File: config.mk
export PLATFORM = sky130hd
export DESIGN_NAME = cc_reg64_flat
export DESIGN_NICKNAME = d
export VERILOG_FILES = /design/src/rtl/cc_reg64_pkg.sv /design/src/rtl/cc_reg64_if.sv /design/src/rtl/cc_reg64_cond_eval.sv /design/src/rtl/cc_reg64.sv /design/src/flat_wrapper.sv
export SDC_FILE = /design/constraint.sdc
export NUM_CORES = 1
export LEC_CHECK = 0
export ABC_CLOCK_PERIOD_IN_PS = 1200
export BUFFER_PORTS_ARGS = -buffer_cell sky130_fd_sc_hd__buf_2
export CAP_MARGIN = 10
export CORE_ASPECT_RATIO = 1.2
export CORE_UTILIZATION = 19
export DETAILED_ROUTE_END_ITERATION = 16
export PLACE_DENSITY = 0.76
export SLEW_MARGIN = 30
export SYNTH_ARGS = -nofsm -noshare
export SYNTH_HDL_FRONTEND = slang
export SYNTH_SLANG_ARGS = --single-unit
File: constraint.sdc
create_clock -name clk -period 1.2 [get_ports clk]
set_input_delay 0.06 -clock clk [delete_from_list [all_inputs] [get_ports clk]]
set_output_delay 0.06 -clock clk [all_outputs]
set_load 0.03 [all_outputs]
File: src/rtl/cc_reg64_pkg.sv
// Shared definitions for the condition-code register: jXX/cmovXX condition
// encodings and the flag values held while reset is asserted.
package cc_reg64_pkg;

    localparam logic [3:0] C_ALWAYS = 4'd0;
    localparam logic [3:0] C_LE     = 4'd1;
    localparam logic [3:0] C_L      = 4'd2;
    localparam logic [3:0] C_E      = 4'd3;
    localparam logic [3:0] C_NE     = 4'd4;
    localparam logic [3:0] C_GE     = 4'd5;
    localparam logic [3:0] C_G      = 4'd6;

    localparam logic ZF_RST = 1'b1;
    localparam logic SF_RST = 1'b0;
    localparam logic OF_RST = 1'b0;

endpackage

File: src/rtl/cc_reg64_if.sv
// Bus between the execute stage and the condition-code register: flag update
// request, condition query, and the registered flag/condition outputs.
interface cc_reg64_if #(
    parameter int WIDTH = 64
);
    logic signed [WIDTH-1:0] alu_result;
    logic                    alu_zf;
    logic                    alu_of;
    logic                    set_cc;
    logic                    stall;
    logic                    cancel;
    logic                    cond_req;
    logic [3:0]              ifun;
    logic                    zf;
    logic                    sf;
    logic                    of;
    logic                    cnd;
    logic                    cnd_valid;
    logic                    cond_err;

    modport master (
        output alu_result, alu_zf, alu_of, set_cc, stall, cancel, cond_req, ifun,
        input  zf, sf, of, cnd, cnd_valid, cond_err
    );

    modport slave (
        input  alu_result, alu_zf, alu_of, set_cc, stall, cancel, cond_req, ifun,
        output zf, sf, of, cnd, cnd_valid, cond_err
    );
endinterface

File: src/rtl/cc_reg64_cond_eval.sv
// Combinational decode of a jXX/cmovXX condition code against the flags;
// undefined codes yield cnd=0 with err raised.
module cond_eval
    import cc_reg64_pkg::*;
(
    input  logic       zf,
    input  logic       sf,
    input  logic       of,
    input  logic [3:0] ifun,
    output logic       cnd,
    output logic       err
);

    logic lt;
    assign lt = sf ^ of;

    always_comb begin
        cnd = 1'b0;
        err = 1'b0;
        case (ifun)
            C_ALWAYS: cnd = 1'b1;
            C_LE:     cnd = lt | zf;
            C_L:      cnd = lt;
            C_E:      cnd = zf;
            C_NE:     cnd = ~zf;
            C_GE:     cnd = ~lt;
            C_G:      cnd = ~lt & ~zf;
            default:  err = 1'b1;
        endcase
    end

endmodule

File: src/rtl/cc_reg64.sv
// Condition-code register: holds ZF/SF/OF from the ALU and returns a
// registered condition result one cycle after each evaluation request.
module cc_reg64
    import cc_reg64_pkg::*;
#(
    parameter int WIDTH = 64
) (
    input  logic       clk,
    input  logic       rst,
    cc_reg64_if.slave  bus
);

    logic zf_p0, sf_p0, of_p0;
    logic cnd_p1, vld_p1, err_p1;
    logic eval_cnd, eval_err;
    logic unused_alu_lsbs;

    // Only the sign bit of the result feeds the flags.
    assign unused_alu_lsbs = ^bus.alu_result[WIDTH-2:0];

    // Evaluation sees the flags as they stand before the edge (no bypass).
    cond_eval u_cond_eval (
        .zf   (zf_p0),
        .sf   (sf_p0),
        .of   (of_p0),
        .ifun (bus.ifun),
        .cnd  (eval_cnd),
        .err  (eval_err)
    );

    // Stage p0: architectural flags; cancel outranks stall outranks set_cc.
    always_ff @(posedge clk or posedge rst) begin
        if (rst) begin
            zf_p0 <= ZF_RST;
            sf_p0 <= SF_RST;
            of_p0 <= OF_RST;
        end else if (!bus.cancel && !bus.stall && bus.set_cc) begin
            zf_p0 <= bus.alu_zf;
            sf_p0 <= bus.alu_result[WIDTH-1];
            of_p0 <= bus.alu_of;
        end
    end

    // Stage p1: registered condition result, frozen only by stall.
    always_ff @(posedge clk or posedge rst) begin
        if (rst) begin
            cnd_p1 <= 1'b0;
            vld_p1 <= 1'b0;
            err_p1 <= 1'b0;
        end else if (!bus.stall) begin
            cnd_p1 <= bus.cond_req & eval_cnd;
            vld_p1 <= bus.cond_req;
            err_p1 <= bus.cond_req & eval_err;
        end
    end

    assign bus.zf        = zf_p0;
    assign bus.sf        = sf_p0;
    assign bus.of        = of_p0;
    assign bus.cnd       = cnd_p1;
    assign bus.cnd_valid = vld_p1;
    assign bus.cond_err  = err_p1;

endmodule

File: src/flat_wrapper.sv
// flat-port wrapper written by rule: the top's interface ports become plain ports
module cc_reg64_flat import cc_reg64_pkg::*;
#(
    parameter int WIDTH = 64
)
  (clk, rst, bus_alu_result, bus_alu_zf, bus_alu_of, bus_set_cc, bus_stall, bus_cancel, bus_cond_req, bus_ifun, bus_zf, bus_sf, bus_of, bus_cnd, bus_cnd_valid, bus_cond_err);
  cc_reg64_if #(.WIDTH(WIDTH)) bus_i ();
  input  logic clk;
  input  logic rst;
  input wire logic [$bits(bus_i.alu_result)-1:0] bus_alu_result;
  input wire logic [$bits(bus_i.alu_zf)-1:0] bus_alu_zf;
  input wire logic [$bits(bus_i.alu_of)-1:0] bus_alu_of;
  input wire logic [$bits(bus_i.set_cc)-1:0] bus_set_cc;
  input wire logic [$bits(bus_i.stall)-1:0] bus_stall;
  input wire logic [$bits(bus_i.cancel)-1:0] bus_cancel;
  input wire logic [$bits(bus_i.cond_req)-1:0] bus_cond_req;
  input wire logic [$bits(bus_i.ifun)-1:0] bus_ifun;
  output wire logic [$bits(bus_i.zf)-1:0] bus_zf;
  output wire logic [$bits(bus_i.sf)-1:0] bus_sf;
  output wire logic [$bits(bus_i.of)-1:0] bus_of;
  output wire logic [$bits(bus_i.cnd)-1:0] bus_cnd;
  output wire logic [$bits(bus_i.cnd_valid)-1:0] bus_cnd_valid;
  output wire logic [$bits(bus_i.cond_err)-1:0] bus_cond_err;
  assign bus_i.alu_result = bus_alu_result;
  assign bus_i.alu_zf = bus_alu_zf;
  assign bus_i.alu_of = bus_alu_of;
  assign bus_i.set_cc = bus_set_cc;
  assign bus_i.stall = bus_stall;
  assign bus_i.cancel = bus_cancel;
  assign bus_i.cond_req = bus_cond_req;
  assign bus_i.ifun = bus_ifun;
  assign bus_zf = bus_i.zf;
  assign bus_sf = bus_i.sf;
  assign bus_of = bus_i.of;
  assign bus_cnd = bus_i.cnd;
  assign bus_cnd_valid = bus_i.cnd_valid;
  assign bus_cond_err = bus_i.cond_err;
  cc_reg64 #(.WIDTH(WIDTH)) u_core (.clk(clk), .rst(rst), .bus(bus_i));
endmodule
==> metrics.md, run 1 <==
| Metric | Value |
|---|---|
| Clock-pin transition on the worst setup and hold timing paths | `50 ps` |
| DR vias | `307` |
| Critical path startpoint category | `register` |
| Remaining routing DRC violations | `0` |
| Status | `complete, but fails checks` |
| Cell Area, Synth | `305 µm²` |
| HPWL after detailed placement | `578 µm` |
| Synth Area in Compound Gates | `15.6%` |
| Simple-gate share of the synthesized area | `18.4%` |
| Maxcap violations | `0` |
| Max-slew violation count | `0` |
| Final-stage net count | `130` |
| TritonCTS buffer count | `3` |
| Initial antenna violation count | `0` |
| R2R Setup Slk | `-8 ps` |
| First DRT Iteration DRCs | `2` |
| Sequential fraction of the synthesis area | `49.6%` |
| Top Layer Used | `met4` |
| I/O pin cnt | `82` |
| Antenna diodes | `0` |
| Syn_nets | `105` |
| Avg Vias per Cell | `4.39` |
| Worst hold path cell count | `2` |
| Synth warn | `0` |
| Setup violators final | `1` |
| Most frequent cells in the layout | `buf_2 (17), dfrtp_1 (5), nand2_1 (4)` |
| Commonest non-fill, non-tap cell in the layout | `buf_2` |
| Util after Layout | `32.0%` |
| Post-placement cell area | `429 µm²` |
| Crit share post-route | `101%` |
| CP arrival | `1330 ps` |
| Critical path data required time | `1330 ps` |
| Hold path endpoint | `u_core.bus.sf` |
| R2R depth | `4` |
| RD Place Congestion | `0.657` |
| Die Wd | `38.6 µm` |
| Synth Register Bits | `6` |
| Worst Hold Slack | `31.2 ps` |
| Number of global-route vias before repair | `284` |
| WL met1 | `332 µm` |
| PwrDens | `1450 nW/µm²` |
| Actual slew at the worst max-slew pin | `275 ps` |
| GRT Total Usage | `9.42%` |
| Hold crit path type | `primary input to register` |
| Mapped Cells | `29` |
| Longest Clk Path Bufs | `2` |
| Avg Synthesized Cell Area | `10.5 µm²` |
| DIE AREA | `1770 µm²` |
| Slowest Stage Delay on Critical Path | `580 ps` |
| Fmax | `828 MHz` |
| Buffers on Ports | `18` |
| Routed WL | `719 µm` |
| Worst VDD drop | `0.570 mV` |
| Cell row count | `15` |
| R2r endpoint | `u_core.bus.cnd` |
| Worst clock skew | `3.13 ps` |
| Adder-Cell Fraction of Synth Area | `0%` |
| Reg2reg start | `u_core.bus.zf` |
| CTS tree | `yes` |
| Cell count along the critical path | `4` |
| Worst setup margin | `-8.07 ps` |
| Leakage | `0.231 nW` |
| Detail Route Antenna Nets | `0` |
| CP max-delay cell | `dfstp_2` |
| Largest family of logic cells by synthesized area | `simple AND/OR/NAND/NOR gates` |
| Slew Limit Headroom | `81.6%` |
| Min-delay src | `bus_alu_result[63]` |
| CP Max Fanout | `6` |
| Clk sinks | `6` |
| Bufs and invs on worst path | `0` |
| Top Family by Delay on Critical Path | `flip-flops` |
| Post-synthesis mux area share | `11.1%` |
| Routed WL per cell | `10.3 µm` |
| Grt total ovfl | `0` |
| Critical path capture point type | `register` |
| RSZ-0062 raised after global routing | `true` |
| Total Power | `0.676 mW` |
| Initial Util | `20.9%` |
| Post-CTS Setup Inserts | `0` |
| First-pass GRT wire length | `1.10 mm` |
| Worst skew pair latency | `240 ps` |
| CTS Root Cell | `clkbuf_4` |
| Met3 routed WL | `53 µm` |
| Synth Area in XOR/XNOR | `2.87%` |
| Share of layout cells above drive strength 1 | `47.2%` |
| Pin count of the biggest net entering global routing | `7` |
| Setup TNS | `-8.07 ps` |
| Post-Layout Inst Area | `468 µm²` |
| Critical-path cell list | `nor3_2, a31oi_1, o211ai_1, a22o_1` |
| Synth cell types | `15` |
| Die Ht | `45.9 µm` |
| Area Overhead vs Synth | `53.3%` |
| Core area | `1460 µm²` |
| H-tree Lvls | `1` |
| Final-report hold violation count | `0` |
| Failing checks | `setup timing` |
| Fin crit period | `1210 ps` |
| WS Path Type | `register to register` |
| Met2 routed WL | `318 µm` |
| Pre-Repair DR Iteration Count | `2` |
logic make-up after synthesis:
logic type | Yosys count
and+or+nand+nor | 10
buffers and inverters | 2
AOI/OAI and AO/OA | 7
xor gates and xnor gates | 1
DFF | 6
muxes | 3
synth_stat cells:
library cell	count	area [µm²]
a21oi_1	1	5.00
a22o_1	1	8.76
a31oi_1	2	12.5
dfrtp_1	5	125
dfstp_2	1	26.3
inv_1	2	7.51
mux2_1	3	33.8
nand2_1	4	15.0
nand2b_1	3	18.8
nor3_1	2	10.0
nor3b_2	1	12.5
o2111ai_1	1	8.76
o211ai_1	1	7.51
o21ai_1	1	5.00
xnor2_1	1	8.76
registers in the layout, summed over array words and instances (netlist names):
name and cells:
u_core.bus.zf 1, u_core.bus.cnd_valid 1, u_core.bus.cnd 1, u_core.bus.of 1, u_core.bus.sf 1, u_core.bus.cond_err 1
how the worst max path moves through the flow:
stage,start,slack (ps),end
global placement,u_core.bus.zf,30,u_core.bus.cnd
finish,u_core.bus.zf,-8,u_core.bus.cnd
CTS,u_core.bus.zf,-30,u_core.bus.cnd
detailed placement,u_core.bus.zf,-10,u_core.bus.cnd
global route,u_core.bus.zf,-50,u_core.bus.cnd
floorplan,u_core.bus.zf,-10,u_core.bus.cnd
repair_timing:
action / 4_1_cts / 5_1_grt
cloned: 0 / 0
resized for setup: 1 / 0
endpoints found under the setup margin: 2 / 1
endpoints found under the hold margin: 6 / 0
hold buffers: 1 / 0
report_power, final:
part	switching [mW]	total, mW	leakage, nW	internal [mW]
clock	0.0764	0.203	0.0150	0.126
combinational	0.120	0.209	0.143	0.0884
sequential	0.0284	0.265	0.0728	0.237
total	0.225	0.676	0.231	0.451
per-stage QoR:
step	setup slack [ps]	cells
floorplan	-13.5	29
global placement	34.2	65
detailed placement	-11.2	65
CTS	-25.3	70
global route	-52.9	70
finish	-8.07	70
routing by layer:
metal,up-vias,global-route usage (%)
met5,-,0
met4,0,10.3
met3,2,1.47
met2,19,12.3
met1,132,12.0
li1,154,-
final cells by class:
cell class / count / area (µm²)
fillers: 159 / 996
clock buffers: 4 / 26.3
multi-input cells: 21 / 151
flip-flops and latches: 6 / 151
inverters: 2 / 7.51
well taps: 17 / 21.3
repair buffers: 20 / 110
(Power assumes the default switching activity.)
==> run 2: changes to the inputs <==
Settings changed: CORE_ASPECT_RATIO 1.2 to default, SKIP_CTS_REPAIR_TIMING from default to 1.
==> metrics.md, run 2 (same netlist as run 1, synthesis figures left out) <==
| Metric | Value |
|---|---|
| Number of global-route vias before repair | `290 (+2.1%)` |
| Reg2reg start | `u_core.bus.zf` |
| Maxcap violations | `0 (unchanged)` |
| Crit share post-route | `97.9% (-2.8 points)` |
| Fin crit period | `1170 ps (-33.5 ps)` |
| CTS Root Cell | `clkbuf_4` |
| HPWL after detailed placement | `577 µm (-0.26%)` |
| I/O pin cnt | `82 (unchanged)` |
| Initial Util | `20.3% (-0.59 points)` |
| Avg Vias per Cell | `4.45 (+1.4%)` |
| Slew Limit Headroom | `82.4% (+0.83 points)` |
| Max-slew violation count | `0 (unchanged)` |
| First-pass GRT wire length | `1.11 mm (+0.54%)` |
| Critical path data required time | `1330 ps (about the same)` |
| Hold path endpoint | `u_core.bus.of` |
| DR vias | `307 (unchanged)` |
| CP max-delay cell | `dfstp_2` |
| RSZ-0062 raised after global routing | `true` |
| CP Max Fanout | `6 (unchanged)` |
| Die Ht | `42.1 µm (-8.3%)` |
| Antenna diodes | `0 (unchanged)` |
| Clock-pin transition on the worst setup and hold timing paths | `50 ps (about the same)` |
| Pre-CTS setup slack | `30.1 ps (+41.2 ps)` |
| Clk sinks | `6 (unchanged)` |
| Slowest Stage Delay on Critical Path | `570 ps (about the same)` |
| H-tree Lvls | `1 (unchanged)` |
| RD Place Congestion | `0.739 (+12%)` |
| Worst skew pair latency | `250 ps (about the same)` |
| PwrDens | `1440 nW/µm² (-0.15%)` |
| R2r endpoint | `u_core.bus.cnd` |
| DIE AREA | `1770 µm² (about the same)` |
| Status | `completed` |
| Setup violators final | `0 (-1)` |
| R2R Setup Slk | `30 ps (+30 ps)` |
| Min-delay src | `bus_alu_of` |
| Remaining routing DRC violations | `0 (unchanged)` |
| Pre-Repair DR Iteration Count | `4 (+2)` |
| Longest Clk Path Bufs | `2 (unchanged)` |
| Worst clock skew | `4.55 ps (+1.42 ps)` |
| Pin count of the biggest net entering global routing | `7 (unchanged)` |
| CTS tree | `yes` |
| Share of layout cells above drive strength 1 | `47.2% (unchanged)` |
| Final std cells w/o fill | `69 (-1.4%)` |
| GRT Total Usage | `8.81% (-0.60 points)` |
| CP arrival | `1300 ps (-30 ps)` |
| Final-stage net count | `130 (unchanged)` |
| Leakage | `0.231 nW (unchanged)` |
| Initial antenna violation count | `0 (unchanged)` |
| Final-report hold violation count | `0 (unchanged)` |
| WS Path Type | `register to register` |
| Critical-path cell list | `nor3_2, a31oi_1, o211ai_1, a22o_1` |
| Inst Count DP | `64 (-1.5%)` |
| Cell row count | `14 (-1)` |
| Actual slew at the worst max-slew pin | `262 ps (-12.4 ps)` |
| Core area | `1510 µm² (+2.9%)` |
| R2R depth | `4 (unchanged)` |
| First DRT Iteration DRCs | `4 (+2)` |
| Grt total ovfl | `0 (unchanged)` |
| Commonest non-fill, non-tap cell in the layout | `buf_2` |
| Worst VDD drop | `0.533 mV (-6.6%)` |
| Most frequent cells in the layout | `buf_2 (17), dfrtp_1 (5), nand2_1 (4)` |
| Detail Route Antenna Nets | `0 (unchanged)` |
| Fmax | `851 MHz (+2.9%)` |
| Routed WL per cell | `10.6 µm (+3.0%)` |
| Area Overhead vs Synth | `52.9%` |
| Worst Hold Slack | `30.3 ps (-0.836 ps)` |
| Routed WL | `730 µm (+1.5%)` |
| Hold crit path type | `primary input to register` |
| TritonCTS buffer count | `3 (unchanged)` |
| Critical path startpoint category | `register` |
| Worst hold path cell count | `2 (unchanged)` |
| Die Wd | `42.1 µm (+9.1%)` |
| Worst setup margin | `25.4 ps (+33.5 ps)` |
| # fillers | `169 (+6.3%)` |
| Buffers on Ports | `18 (unchanged)` |
| Critical path capture point type | `register` |
run 2: cell counts in the layout (fill, tap and decap cells not counted):
Identical to the previous run, type by type.
run 2: final cells by class:
| class | instances | area [µm²] | area share [%] |
|---|---|---|---|
| sequential | 6 | 151 | 32.4 |
| timing repair buffer | 20 | 110 | 23.6 |
| clock buffer | 4 | 26.3 | 5.63 |
| inverter | 2 | 7.51 | 1.61 |
| tap | 16 | 20.0 | 4.29 |
| multi-input combinational | 21 | 151 | 32.4 |
run 2: worst max-delay path, delay by kind of cell, from the launching register on:
family           cells  cell delay [ps]
AO/OA/AOI/OAI        3              440
AND/OR/NAND/NOR      1               50
flip-flops           1              570
run 2: per-layer routing:
layer / track usage [%] / up-vias / wire (µm)
met4: 7.50 / 0 / 9
met3: 3.45 / 2 / 64
li1: - / 151 / -
met2: 14.4 / 15 / 340
met1: 8.65 / 139 / 316
met5: 0 / - / 0
run 2: how the worst max path moves through the flow:
stage	start	to	slack, ps
floorplan	u_core.bus.zf	u_core.bus.cnd	-10
global placement	u_core.bus.zf	u_core.bus.cnd	40
detailed placement	u_core.bus.zf	u_core.bus.cnd	30
CTS	u_core.bus.zf	bus_zf	1
global route	u_core.bus.zf	u_core.bus.cnd	-50
finish	u_core.bus.zf	u_core.bus.cnd	30
run 2: power by group:
part	internal [mW]	switching, mW	total [mW]
Sequential	0.237	0.0269	0.264
Combinational	0.0885	0.119	0.207
Clock	0.126	0.0764	0.203
run 2: through the flow:
stage / utilization (%) / setup TNS (ps) / instance area, µm² / total power, mW
3_5_place_dp: 28.4 / 0 / 428 / 0.470
5_1_grt: 31.0 / -51.2 / 467 / 0.719
4_1_cts: 30.1 / 0 / 454 / 0.683
6_report: 31.0 / 0 / 467 / 0.674
2_1_floorplan: - / -13.5 / 310 / 0.390
3_3_place_gp: 28.4 / 0 / 428 / 0.465
==> run 3: changes to the inputs <==
Settings changed: ABC_CLOCK_PERIOD_IN_PS 1200 to 1000, CORE_UTILIZATION 19 to 17, PLACE_DENSITY 0.76 to 0.71.
Clock period 1.2 ns to 1 ns, I/O delays scaled along.
==> metrics.md, run 3 (same netlist as run 1, synthesis figures left out) <==
| Metric | Value |
|---|---|
| Status | `complete, but fails checks` |
| Failing checks | `setup timing` |
| DR vias | `324 (+5.5%)` |
| Clock Power Share | `28.5% (-1.6 points)` |
| Critical path data required time | `1140 ps (-190 ps)` |
| Inst Count DP | `75 (+17%)` |
| Clock-pin transition on the worst setup and hold timing paths | `50 ps (about the same)` |
| First-pass GRT wire length | `1.37 mm (+23%)` |
| Worst clock skew | `5.62 ps (+1.07 ps)` |
| Routed WL | `846 µm (+16%)` |
| Slew Limit Headroom | `80.7% (-1.7 points)` |
| WS Path Type | `register to register` |
| Maxcap violations | `0 (unchanged)` |
| First DRT Iteration DRCs | `7 (+3)` |
| Worst Hold Slack | `20.9 ps (-9.46 ps)` |
| Worst skew pair latency | `250 ps (about the same)` |
| Setup TNS | `-236 ps (-236 ps)` |
| I/O pin cnt | `82 (unchanged)` |
| Clk sinks | `6 (unchanged)` |
| Fmax | `880 MHz (+3.4%)` |
| Reg2reg start | `u_core.bus.zf` |
| Initial Util | `19.2% (-1.1 points)` |
| Setup violators final | `2 (+2)` |
| Pre-Repair DR Iteration Count | `3 (-1)` |
| Core area | `1590 µm² (+5.8%)` |
| Critical path startpoint category | `register` |
| Remaining routing DRC violations | `0 (unchanged)` |
| Worst setup startpoint | `u_core.bus.zf` |
| Cell row count | `14 (unchanged)` |
| H-tree Lvls | `1 (unchanged)` |
| Power Internal | `0.581 mW (+29%)` |
| Initial antenna violation count | `0 (unchanged)` |
| CP Max Fanout | `4 (-2)` |
| CP arrival | `1270 ps (-30 ps)` |
| Area Overhead vs Synth | `67.6%` |
| Worst VDD drop | `0.734 mV (+38%)` |
| Max-slew violation count | `0 (unchanged)` |
| Die Wd | `44.4 µm (+5.4%)` |
| Antenna diodes | `0 (unchanged)` |
| Share of layout cells above drive strength 1 | `50.0% (+2.8 points)` |
| Seq pwr share | `35.8% (-3.4 points)` |
| Final-stage net count | `133 (+2.3%)` |
| RSZ-0062 raised after global routing | `true` |
| CP endpoint | `u_core.bus.cnd` |
| Number of global-route vias before repair | `338 (+17%)` |
| Final std cells w/o fill | `80 (+16%)` |
| Critical path capture point type | `register` |
| R2R depth | `4 (unchanged)` |
| Detail Route Antenna Nets | `0 (unchanged)` |
| Comb pwr share | `35.7% (+4.9 points)` |
| # fillers | `175 (+3.6%)` |
| Total Power | `0.862 mW (+28%)` |
| Longest Clk Path Bufs | `2 (unchanged)` |
| TritonCTS buffer count | `3 (unchanged)` |
| Fin crit period | `1140 ps (-38.1 ps)` |
| Commonest non-fill, non-tap cell in the layout | `buf_2` |
| GRT Total Usage | `10.3% (+1.5 points)` |
| HPWL after detailed placement | `688 µm (+19%)` |
| Crit share post-route | `114% (+16 points)` |
| R2r endpoint | `u_core.bus.cnd` |
| Die Ht | `44.4 µm (+5.4%)` |
| Buffers on Ports | `18 (unchanged)` |
| DIE AREA | `1970 µm² (+11%)` |
| Leakage | `0.250 nW (+8.0%)` |
| Routed WL per cell | `10.6 µm (about the same)` |
| Most frequent cells in the layout | `buf_2 (15), buf_4 (5), dfrtp_1 (5), nand2_1 (4)` |
| CTS Root Cell | `clkbuf_4` |
| R2R Setup Slk | `-140 ps (-160 ps)` |
| Final-report hold violation count | `0 (unchanged)` |
| Pin count of the biggest net entering global routing | `7 (unchanged)` |
| Avg Vias per Cell | `4.05 (-9.0%)` |
| Post-placement cell area | `460 µm² (+7.6%)` |
| Worst setup margin | `-136 ps (-162 ps)` |
| Grt total ovfl | `0 (unchanged)` |
| Actual slew at the worst max-slew pin | `288 ps (+25.8 ps)` |
| Switching pwr | `0.281 mW (+27%)` |
| Post-Layout Inst Area | `512 µm² (+9.7%)` |
| Min-delay src | `bus_alu_result[63]` |
| PwrDens | `1690 nW/µm² (+17%)` |
| CTS tree | `yes` |
| RD Place Congestion | `0.701 (-5.2%)` |
| Hold crit path type | `primary input to register` |
| Sw Ratio | `32.6% (-0.37 points)` |
==> run 3: power groups by stage <==
stage                     Clock, mW  Combinational (mW)  Sequential [mW]
after floorplan                   0              0.0794            0.388
after global placement            0               0.272            0.312
after detailed placement          0               0.276            0.313
after CTS                     0.261               0.278            0.309
after global routing          0.276               0.330            0.313
final                         0.246               0.308            0.309
==> run 3: layout make-up <==
type	count	area, µm²	area share, %
clock buffer	4	26.3	5.13
sequential	6	151	29.6
tap	24	30.0	5.87
timing repair buffer	23	145	28.4
multi-input combinational	21	151	29.6
inverter	2	7.51	1.47
==> run 3: per-layer routing <==
layer / wire length (µm) / vias up / GRT usage [%]
li1: - / 159 / -
met1: 360 / 146 / 11.4
met2: 345 / 19 / 13.5
met3: 141 / 0 / 9.39
met4: 0 / 0 / 4.85
met5: 0 / - / 0
==> run 3: how the worst min path moves through the flow <==
stage / to / cells past startpoint / slack, ps
3_5_place_dp: u_core.bus.cnd_valid / 2 / -20
4_1_cts: u_core.bus.cnd_valid / 2 / -290
5_1_grt: u_core.bus.of / 2 / 20
3_3_place_gp: u_core.bus.of / 2 / -30
2_1_floorplan: u_core.bus.cnd / 1 / -160
6_report: u_core.bus.sf / 2 / 20
==> run 3: through the flow <==
step	utilization, %	setup slack (ps)
2_1_floorplan	-	-213
3_3_place_gp	28.9	-99.0
3_5_place_dp	28.9	-118
4_1_cts	30.5	-171
5_1_grt	32.1	-178
6_report	32.1	-136
==> run 3: critical path, cell delays in order, from the launching register on <==
cell	delay, ps
dfstp_2	550
nor3_2	40
a31oi_1	160
o211ai_1	110
a22o_1	180
